## config.mk

```make
export PLATFORM = sky130hd
export DESIGN_NAME = imem_load_ctrl
export DESIGN_NICKNAME = d
export VERILOG_FILES = /design/src/rtl/imem_pkg.sv /design/src/rtl/rr_arb2.sv /design/src/rtl/imem_load_ctrl.sv
export SDC_FILE = /design/constraint.sdc
export NUM_CORES = 1
export LEC_CHECK = 0
export ABC_AREA = 1
export CORE_MARGIN = 2
export CORE_UTILIZATION = 42
export DETAILED_ROUTE_END_ITERATION = 12
export GPL_TIMING_DRIVEN = 0
export PLACE_DENSITY = 0.76
export SLEW_MARGIN = 20
export SYNTH_ARGS = -nofsm -noshare
export SYNTH_HDL_FRONTEND = slang
export SYNTH_SLANG_ARGS = --single-unit
```

## constraint.sdc

```tcl
create_clock -name clk -period 1.4 [get_ports clk]
set_input_delay 0.14 -clock clk [delete_from_list [all_inputs] [get_ports clk]]
set_output_delay 0.14 -clock clk [all_outputs]
set_load 0.01 [all_outputs]
```

## src/rtl/imem_pkg.sv

```systemverilog
// Shared IMEM geometry and load-controller state encoding.
package imem_pkg;

  localparam int IMEM_WORD_W = 16;
  localparam int IMEM_DEPTH  = 64;

  typedef enum logic [1:0] {
    LOAD  = 2'd0,
    FULL  = 2'd1,
    FLUSH = 2'd2
  } imem_state_e;

endpackage

```

## src/rtl/rr_arb2.sv

```systemverilog
// Two-way round-robin arbiter: a lone requester wins at once, and a tie goes to the
// port the pointer favours. The pointer moves to the other port after each accept.
module rr_arb2 (
  input  logic       clk,
  input  logic       rst,
  input  logic [1:0] valid_i,
  input  logic       advance_i,
  output logic [1:0] grant_o
);

  logic ptr_q;

  always_comb begin
    grant_o = 2'b00;
    case (valid_i)
      2'b01:   grant_o = 2'b01;
      2'b10:   grant_o = 2'b10;
      2'b11:   grant_o = ptr_q ? 2'b10 : 2'b01;
      default: grant_o = 2'b00;
    endcase
  end

  // After a port-0 accept, favour port 1 next, and the other way round.
  always_ff @(posedge clk or posedge rst) begin
    if (rst)
      ptr_q <= 1'b0;
    else if (advance_i)
      ptr_q <= grant_o[0];
  end

endmodule

```

## src/rtl/imem_load_ctrl.sv

```systemverilog
// Writes words from two arbitrated sources into the IMEM shift register, tracks the fill
// level, and clears the memory by shifting in DEPTH zeros when a flush is requested.
module imem_load_ctrl
  import imem_pkg::*;
#(
  parameter int WORD_W = IMEM_WORD_W,
  parameter int DEPTH  = IMEM_DEPTH,
  parameter int CNT_W  = $clog2(DEPTH + 1)
) (
  input  logic              clk,
  input  logic              rst,
  input  logic [1:0]        req_valid,
  input  logic [WORD_W-1:0] req_data0,
  input  logic [WORD_W-1:0] req_data1,
  output logic [1:0]        req_ready,
  input  logic              flush_req,
  output logic              shift_enable,
  output logic [WORD_W-1:0] new_value,
  output logic [CNT_W-1:0]  word_count,
  output logic              full,
  output logic              busy
);

  imem_state_e       state_q, state_d;
  logic [CNT_W-1:0]  cnt_q, cnt_d;
  logic [CNT_W-1:0]  fcnt_q, fcnt_d;
  logic              full_q, full_d;
  logic              busy_q, busy_d;
  logic              sh_q, sh_d;
  logic [WORD_W-1:0] nv_q, nv_d;

  logic [1:0]        grant;
  logic              load_en;
  logic              accept;
  logic [WORD_W-1:0] sel_data;

  // A flush request masks ready in the same cycle, so a word offered alongside it is not lost.
  assign load_en   = (state_q == LOAD) && !full_q && !flush_req;
  assign req_ready = load_en ? grant : 2'b00;
  assign accept    = |(req_valid & req_ready);
  assign sel_data  = req_ready[1] ? req_data1 : req_data0;

  rr_arb2 u_arb (
    .clk       (clk),
    .rst       (rst),
    .valid_i   (req_valid),
    .advance_i (accept),
    .grant_o   (grant)
  );

  always_comb begin
    state_d = state_q;
    cnt_d   = cnt_q;
    fcnt_d  = fcnt_q;
    full_d  = full_q;
    busy_d  = busy_q;
    sh_d    = 1'b0;
    nv_d    = nv_q;

    case (state_q)
      LOAD, FULL: begin
        if (flush_req) begin
          // The first zero shift goes out together with busy rising.
          state_d = FLUSH;
          busy_d  = 1'b1;
          sh_d    = 1'b1;
          nv_d    = '0;
          cnt_d   = '0;
          full_d  = 1'b0;
          fcnt_d  = CNT_W'(DEPTH - 1);
        end else if (accept) begin
          sh_d  = 1'b1;
          nv_d  = sel_data;
          cnt_d = cnt_q + CNT_W'(1);
          if (cnt_q == CNT_W'(DEPTH - 1)) begin
            full_d  = 1'b1;
            state_d = FULL;
          end
        end
      end
      FLUSH: begin
        if (fcnt_q == '0) begin
          state_d = LOAD;
          busy_d  = 1'b0;
        end else begin
          fcnt_d = fcnt_q - CNT_W'(1);
          sh_d   = 1'b1;
          nv_d   = '0;
        end
      end
      default: state_d = LOAD;
    endcase
  end

  always_ff @(posedge clk or posedge rst) begin
    if (rst) begin
      state_q <= LOAD;
      cnt_q   <= '0;
      fcnt_q  <= '0;
      full_q  <= 1'b0;
      busy_q  <= 1'b0;
      sh_q    <= 1'b0;
      nv_q    <= '0;
    end else begin
      state_q <= state_d;
      cnt_q   <= cnt_d;
      fcnt_q  <= fcnt_d;
      full_q  <= full_d;
      busy_q  <= busy_d;
      sh_q    <= sh_d;
      nv_q    <= nv_d;
    end
  end

  assign shift_enable = sh_q;
  assign new_value    = nv_q;
  assign word_count   = cnt_q;
  assign full         = full_q;
  assign busy         = busy_q;

endmodule

```

**Word-level counts from Yosys, hierarchy flattened**

Index checks and enable logic that the tools add are counted.
W data, S select, Z words.

- Register bits after elaboration: 36
- Input bits: 37
- Output and inout bits: 28

- Add/sub/neg operators: 2
- Eq/ne operators: 11
- Multiplexer cells: 28
- Bitwise logic cells: 1
- Reduce and logical (&&, ||, !) cells: 17

Operators by type and width:

| kind | count |
|---|---|
| $mux W16 | 4 |
| $pmux W16 S2 | 1 |
| $mux W7 | 4 |
| $reduce_and A3 Y1 | 5 |
| $pmux W7 S2 | 1 |
| $mux W2 | 6 |
| $mux W1 | 8 |
| $add A7 B1 Y7 const B | 1 |
| $eq A7 B6 Y1 const B | 1 |
| $logic_not A7 Y1 | 1 |
| $sub A7 B1 Y7 const B | 1 |
| $eq A2 B2 Y1 const B | 3 |
| $ne A2 B2 Y1 const B | 3 |
| $ne A3 B3 Y1 const B | 2 |
| $pmux W2 S3 | 1 |
| $reduce_bool A2 Y1 | 3 |
| $eq A2 B1 Y1 const B | 2 |
| $pmux W1 S2 | 2 |
| $pmux W2 S2 | 1 |
| $reduce_or A2 Y1 | 2 |
| $and A2 B2 Y2 | 1 |
| $logic_and A1 B1 Y1 | 2 |
| $logic_not A1 Y1 | 2 |
| $logic_not A2 Y1 | 1 |
| $reduce_and A2 Y1 | 1 |

**Longest topological paths before layout**

Gate-level depths: netlist (run 1).

- Depth after elaboration: 9
- Gate-level depth with buffers: 10
- Gate-level depth less buffers: 9

**By module**

Synthesis (run 1) repeated with hierarchy kept, for this count alone.

- Cells, all modules: 258
- Area, all modules: 2,011.9 um^2

Modules (own cells, without submodules):

| module | instances | cells each | area an instance (um^2) | seq. area each (um^2) |
|---|---|---|---|---|
| imem_load_ctrl | 1 | 248 | 1,945.6 | 875.8 |
| rr_arb2 | 1 | 10 | 66.3 | 25.0 |

**Worst setup path after synthesis (run 1)**

No wires, ideal clock.

- Path kind: reg2reg
- From: reg fcnt_q[0]
- To: reg nv_q[0] (netlist: new_value[0])
- Arrival time: 1.375 ns
- Required time: 1.283 ns
- Setup slack: -0.092 ns
- Stages on the path, launching flop included: 11
- Path buffers: 1
- Period minus slack after synthesis: 1.492 ns
- Cell sequence: dfrtp_1 > inv_1 > ha_1 > nand2_1 > nor2_4 > nand2_1 > nand2_2 > nand3_4 > buf_4 > nand3_1 > nand2_1

- Longest elaborated chain between the ends: 3

Ends and longest elaborated chain:

| element | RTL line | RTL |
|---|---|---|
| from (decl) | imem_load_ctrl.sv:26 | `logic [CNT_W-1:0] fcnt_q, fcnt_d;` |
| from (signal assigned) | imem_load_ctrl.sv:107 | `fcnt_q <= fcnt_d;` |
| $logic_not A7 Y1 | imem_load_ctrl.sv:82 | `if (fcnt_q == '0) begin` |
| $ne A2 B2 Y1 (no line) | -- |  |
| $reduce_and A3 Y1 (no line) | -- |  |
| to (signal assigned) | imem_load_ctrl.sv:111 | `nv_q <= nv_d;` |
| to (decl) | imem_load_ctrl.sv:30 | `logic [WORD_W-1:0] nv_q, nv_d;` |

No other way between the ends.
A chain may end at the register's enable or synchronous reset.

**Worst setup path after layout (run 1)**

- From: reg state_q[1]
- To: out req_ready[1]

- Longest elaborated chain between the ends: 4

Ends and longest elaborated chain:

| element | RTL line | RTL |
|---|---|---|
| from (decl) | imem_load_ctrl.sv:24 | `imem_state_e state_q, state_d;` |
| from (signal assigned) | imem_load_ctrl.sv:105 | `state_q <= state_d;` |
| $logic_not A2 Y1 | imem_load_ctrl.sv:38 | `assign load_en = (state_q == LOAD) && !full_q && !flush_req;` |
| $logic_and A1 B1 Y1 (2 in series) | imem_load_ctrl.sv:38 |  |
| $mux W2 | imem_load_ctrl.sv:39 | `assign req_ready = load_en ? grant : 2'b00;` |
| to (decl) | imem_load_ctrl.sv:15 | `output logic [1:0] req_ready,` |

No other way between the ends.

==> results of run 1 <==
layout by cell type (no fill, tap or decap), drive strengths merged:
| cell type | Yosys | routed |
|---|---|---|
| inv | 23 | 23 |
| a31oi | 1 | 1 |
| o211ai | 1 | 1 |
| o21ai | 11 | 11 |
| nand2 | 82 | 82 |
| clkbuf | 0 | 6 |
| dfrtp | 36 | 36 |
| bufinv | 0 | 1 |
| a31o | 1 | 1 |
| dlymetal6s2s | 0 | 5 |
| dlygate4sd2 | 0 | 3 |
| a21boi | 1 | 1 |
| buf | 9 | 35 |
| ha | 2 | 2 |
| xor2 | 5 | 5 |
| a21oi | 3 | 3 |
| nor2 | 20 | 20 |
| clkdlybuf4s50 | 0 | 54 |
| a311oi | 1 | 1 |
| nand3 | 59 | 59 |
| clkinv | 0 | 1 |
| nand4 | 1 | 1 |
per-stage QoR:
stage	total power [mW]	cells	area [um^2]	setup TNS, ns	setup WS, ns
2_1_floorplan	2.61	256	2090	0	0.00285
3_3_place_gp	3.18	387	2820	-22.47	-0.761
3_5_place_dp	3.24	388	2840	-8.27	-0.748
4_1_cts	4.39	412	3120	-0.0130	-0.0130
5_1_grt	5.06	419	3370	-0.926	-0.0818
6_report	4.78	419	3370	-0.0703	-0.0461
registers in the layout (all words and copies together) (netlist names):
| register | flops |
|---|---|
| busy | 1 |
| fcnt_q | 7 |
| full | 1 |
| new_value | 16 |
| shift_enable | 1 |
| state_q | 2 |
| u_arb.ptr_q | 1 |
| word_count | 7 |
power by group through the flow:
stage                     logic (mW)  clock network, mW  registers, mW
after floorplan                 1.10                  0           1.51
after global placement          1.70                  0           1.48
after detailed placement        1.75                  0           1.49
after CTS                       2.02              0.917           1.45
after global routing            2.62              0.957           1.49
final                           2.41              0.907           1.46
Yosys cell counts:
master and number:
a311oi_1 1, nor2_1 14, o21ai_0 9, o211ai_4 1, nand3_4 1, o21ai_1 2, a21boi_4 1, nand4_1 1
xor2_1 5, nor2_4 2, buf_8 1, a31oi_1 1, inv_4 1, nand2_1 73, buf_4 3, nor2_2 2
a31o_2 1, a21oi_1 3, nor2_8 2, ha_1 2, nand2_2 5, inv_2 5, nand3_1 58, dfrtp_1 36
buf_6 4, inv_1 17, buf_2 1, nand2_4 4
logic make-up after synthesis:
family	after synthesis	synth area share [%]
AO/OA/AOI/OAI	19	6.46
XOR/XNOR	5	2.11
adder cells (fa/ha/maj)	2	1.21
buffers and inverters	32	8.51
flip-flops	36	43.5
AND/OR/NAND/NOR	162	38.2
area by class of cell:
class / count / area, um^2
fillers: 358 / 1380
multi-input cells: 188 / 1180
repair buffers: 89 / 912
flip-flops and latches: 36 / 905
inverters: 23 / 93.8
plain buffers: 8 / 86.3
well taps: 67 / 83.8
clock buffers: 6 / 72.6
clock inverters: 2 / 35.0
worst max-delay path: stages, from the launching register on:
cell and delay [ns]:
dfrtp_2 0.43, inv_4 0.08, nand2_4 0.07, nor2_8 0.12, buf_6 0.12, nand2_8 0.05, inv_4 0.05, buf_6 0.09
repair_timing:
action / in CTS / in global routing
setup buffers: 17 / 6
hold endpoints to repair: 0 / 0
endpoints found under the setup margin: 29 / 35
hold buffers: 0 / 0
pin swaps: 6 / 16
cloned: 0 / 1
gates resized for setup: 27 / 51
routing by layer:
layer / GRT usage, % / up-vias
li1: - / 1019
met1: 27.1 / 980
met2: 34.6 / 60
met3: 5.42 / 9
met4: 10.9 / 0
met5: 0 / -
final timing paths:
path	startpoint	endpoint	depth (start not counted)
min reg2reg	word_count[5]	word_count[5]	2
max in group asynchronous	rst	word_count[6]	3
min	rst	shift_enable	2
max	state_q[1]	req_ready[1]	7
max reg2reg	fcnt_q[1]	new_value[9]	10
min in group clk	req_valid[0]	u_arb.ptr_q	5
==> flow_summary_export.csv, run 1 <==
group,metric,value,unit
route,dr_wl_met2,2.84,mm
synthesis,synth-seq-area-share,43.5,%
run_status,run_status,"finished with violations",
global_route,grt_pass1_wl,9.09,mm
timing,max_slew_margin,70.8,%
setup_path,path_class,"reg -> out",
final_layout,final_core_util,70.9,%
pwr,seqPwrFrac,30.5,%
clocking,cts_buffer_depth,2,
pwr,p_clk_share,19.0,%
timing,fmax,0.692,GHz
final_layout,n_antenna_cell,0,
synthesis,ys_warn_count,0,
pwr,combPwrFrac,50.5,%
die,core-area,4750,um^2
die,die_area,5510,um^2
global_route,antenna_found_initial,0,
final_layout,drive_gt1_share,30.1,%
timing,period_share,103,%
job,drv_cap,0,
setup_path,endpoint_kind,"output port",
run_status,failed_checks,"negative setup slack",
clocking,cts_tree,"built",
synthesis,netlist_instances,256,
route,dr_wl_met3,294,um
route,firstDrtPassIters,4,
synthesis,synth_nets,295,
synthesis,synth_area_leader_cell,"dfrtp_1",
clocking,insertion_delay,0.29,ns
pwr,p_sw,1.85,mW
setup_path,cp.required,1.26,ns
timing,setup_slack,-0.0461,ns
place,port-buffer-count,64,
synthesis,syn-cell-area,2070,um^2
synthesis,synth.ff_latch_count,36,
synthesis,ys_types,28,
route,vias,2068,
die,rows,25,
clocking,cts_max_level,2,
clocking,clk_pin_slew_worst_paths,0.07,ns
route,totalWireLength,5.75,mm
setup_path,crit_fanout,2,
route,viasPerCell,4.94,
timing,hold_viol_final,0,
place,place.gp.congestion,0.830,
timing,drv_slew,0,
die,fp.dieW,74.2,um
global_route,grt_max_degree,20,
route,drt-met1-wl,2.50,mm
timing,finalSetupViolCount,2,
setup_path,regToRegSetupSlack,0,ns
timing,worstMarginPinSlew,0.437,ns
pwr,sw_frac_of_total,38.7,%
route,drc,0,
global_route,grt_pass1_vias,2123,
pwr,p_leak,1.70,nW
route,ant_nets,0,
hold_path,hp-class,"in -> async",
pwr,vdd_drop_max,615,uV
timing,period_minus_slack,1.45,ns
synthesis,synth_top_area_share,43.5,%
setup_path,worstSetupStartpointType,"register",
global_route,grt_usage,21.6,%
timing,fin_worst_hold_slack,0.161,ns
clocking,clock-sinks,36,
die,start_util,43.6,%
clocking,root_buffer,"clkbuf_8",
setup_path,critical_path_arrival,1.31,ns
place,place_hpwl,3.73,mm
pwr,p_per_area,1420,nW/um^2
synthesis,avgSynthCellArea,8.09,um^2
timing,skew,0.00620,ns
die,die_height,74.2,um
final_layout,area_growth_syn_to_layout,62.7,%
global_route,gr-total-overflow,0,
route,top_layer_used,"met4",
route,wl_per_cell,13.7,um
route,drt-initial-drc-count,100,
clocking,cts_made_buffers,5,
final_layout,fin_nets,390,
timing,rsz0062_at_grt,"yes",
synthesis,synth_area_leaders,"dfrtp_1, nand3_1, nand2_1",
die,io_pins,65,
pwr,power.internal,2.93,mW
(Power assumes the default switching activity.)
==> run 2, diff against run 1 <==
- CORE_UTILIZATION: 42 -> 47
- PLACE_DENSITY: 0.76 -> 0.81
- SLEW_MARGIN: 20 -> 30
- clock period: 1.4 -> 1.6 ns (I/O delays scaled with it)
==> run 2 against run 1 <==
  * The run now ends clean
  * Wire length decreased by 3.0%
  * Final cell count decreased by 4.3%
  * Critical path depth increased by 1
  * Clock skew decreased by 0.00095 ns
  * Sequential power decreased by 12%
  * Count of clock-buffer cells in the layout unchanged
  * Sequential share of layout area increased by 2.4 points
  * Sequential cell count unchanged
  * Critical endpoint is now word_count[4]
  * Largest cell class unchanged
  * Highest routed layer unchanged
==> flow_summary_export.csv, run 2 (synthesis results as in run 1) <==
group,metric,value,unit
clocking,cts_buffer_depth,2,
setup_path,r2r-end,"word_count[4]",
clocking,root_buffer,"clkbuf_8",
global_route,grt_max_degree,37,
die,rows,24,
die,start_util,48.3,%
clocking,cts_max_level,2,
setup_path,endpoint_kind,"register",
timing,fmax,0.627,GHz
job,drv_cap,0,
clocking,clk_pin_slew_worst_paths,0.08,ns
global_route,grt_usage,22.1,%
final_layout,largest_register_ffs,16,
timing,period_minus_slack,1.60,ns
setup_path,r2r_start,"state_q[1]",
setup_path,regToRegSetupSlack,0.005,ns
place,port-buffer-count,64,
setup_path,path_class,"reg -> reg",
setup_path,crit_fanout,10,
final_layout,n_antenna_cell,0,
final_layout,layout_commonest_cell,"nand2_1",
clocking,clock-sinks,36,
timing,hold_viol_final,0,
pwr,p_per_area,1230,nW/um^2
global_route,antenna_found_initial,0,
clocking,insertion_delay,0.29,ns
final_layout,fin_nets,387,
timing,setup_tns,0,ns
setup_path,cp-endpoint,"word_count[4]",
pwr,p_leak,1.57,nW
route,drt-initial-drc-count,114,
die,die_height,70.4,um
run_status,run_status,"completed",
place,placed_cell_area,2780,um^2
clocking,cts_made_buffers,5,
route,drc,0,
setup_path,reg2reg_depth,8,
route,totalWireLength,5.58,mm
die,die_area,4960,um^2
final_layout,drive_gt1_share,22.1,%
route,ant_nets,0,
die,core-area,4290,um^2
timing,drv_slew,0,
clocking,cts_tree,"built",
timing,fin_worst_hold_slack,0.312,ns
timing,skew,0.00526,ns
global_route,grt_pass1_vias,1966,
setup_path,critical_path_arrival,1.76,ns
timing,finalSetupViolCount,0,
hold_path,hp-class,"in -> async",
route,firstDrtPassIters,4,
global_route,gr-total-overflow,0,
setup_path,worstSetupStartpointType,"register",
final_layout,area_growth_syn_to_layout,49.2,%
timing,period_share,99.7,%
timing,max_slew_margin,50.0,%
timing,rsz0062_at_grt,"yes",
final_layout,final_cell_mix,"nand2_1, clkdlybuf4s50_1, nand3_1",
die,fp.dieW,70.4,um
setup_path,cp.required,1.77,ns
place,place.gp.congestion,0.840,
pwr,vdd_drop_max,539,uV
setup_path,crit_start,"state_q[1]",
route,wl_per_cell,13.9,um
global_route,grt_pass1_wl,8.67,mm
final_layout,postLayoutCellArea,3090,um^2
route,viasPerCell,5.28,
route,vias,2116,
timing,worstMarginPinSlew,0.749,ns
die,io_pins,65,
place,place_hpwl,3.60,mm
[run 2: cell count changes in the layout (fill, tap and decap cells not counted), sizes merged]
cell	previous run	this run
clkdlybuf4s50	54	61
buf	35	30
dlymetal6s2s	5	1
dlygate4sd2	3	0
bufinv	1	0
clkbuf	6	7
clkinv	1	2
nand3	59	60
[run 2: where the power goes]
| part | switching, mW | total, mW | internal, mW | leakage (nW) |
|---|---|---|---|---|
| Sequential | 0.168 | 1.28 | 1.11 | 0.464 |
| Combinational | 0.992 | 1.83 | 0.841 | 1.06 |
| Clock | 0.344 | 0.688 | 0.344 | 0.0510 |
[run 2: layout make-up]
| class | instances | area, um^2 |
|---|---|---|
| fillers | 334 | 1200 |
| multi-input cells | 189 | 1050 |
| flip-flops and latches | 36 | 903 |
| repair buffers | 86 | 821 |
| inverters | 23 | 88.8 |
| clock buffers | 6 | 82.6 |
| plain buffers | 7 | 71.3 |
| well taps | 52 | 65.1 |
| clock inverters | 2 | 10.0 |
[run 2: layer usage]
layer  global-route usage [%]  up-vias  part of all wire [%]
met4                     10.7        0                   2.8
met3                     5.34       17                   6.5
met1                     26.3      999                    39
met5                        0        -                     0
met2                     37.2       83                    52
li1                         -     1017                     -
[run 2: worst max-delay path, cell delays in order (launching register included)]
cell and delay [ns]:
dfrtp_2 0.43, buf_4 0.15, nor2_1 0.20, o211ai_4 0.18, nand2_4 0.13, inv_2 0.06
buf_6 0.14, nand2_1 0.07, o21ai_0 0.09
[run 2: per-stage QoR]
stage	instances	worst slack, ns	util, %	power, mW
floorplan	256	0.108	-	2.24
global placement	372	-0.567	64.7	2.72
detailed placement	372	-0.585	64.7	2.76
CTS	386	0.00705	68.6	3.54
global route	401	-0.0562	72.0	4.08
finish	401	0.00488	72.0	3.80
[run 2: how the worst min path moves through the flow]
stage	start	to	slack [ns]
after floorplan	rst	busy	0.33
after global placement	new_value[2]	new_value[2]	0.49
after detailed placement	new_value[13]	new_value[13]	0.49
after CTS	rst	fcnt_q[1]	0.34
after global routing	rst	fcnt_q[1]	0.40
final	rst	fcnt_q[2]	0.31
[run 2: what timing repair did]
item                       4_1_cts  5_1_grt
resized for setup               16       16
pin swaps                        1        3
setup endpoints to repair       17       24
setup buffers                    8       14
hold buffers                     0        0
cloned                           0        1
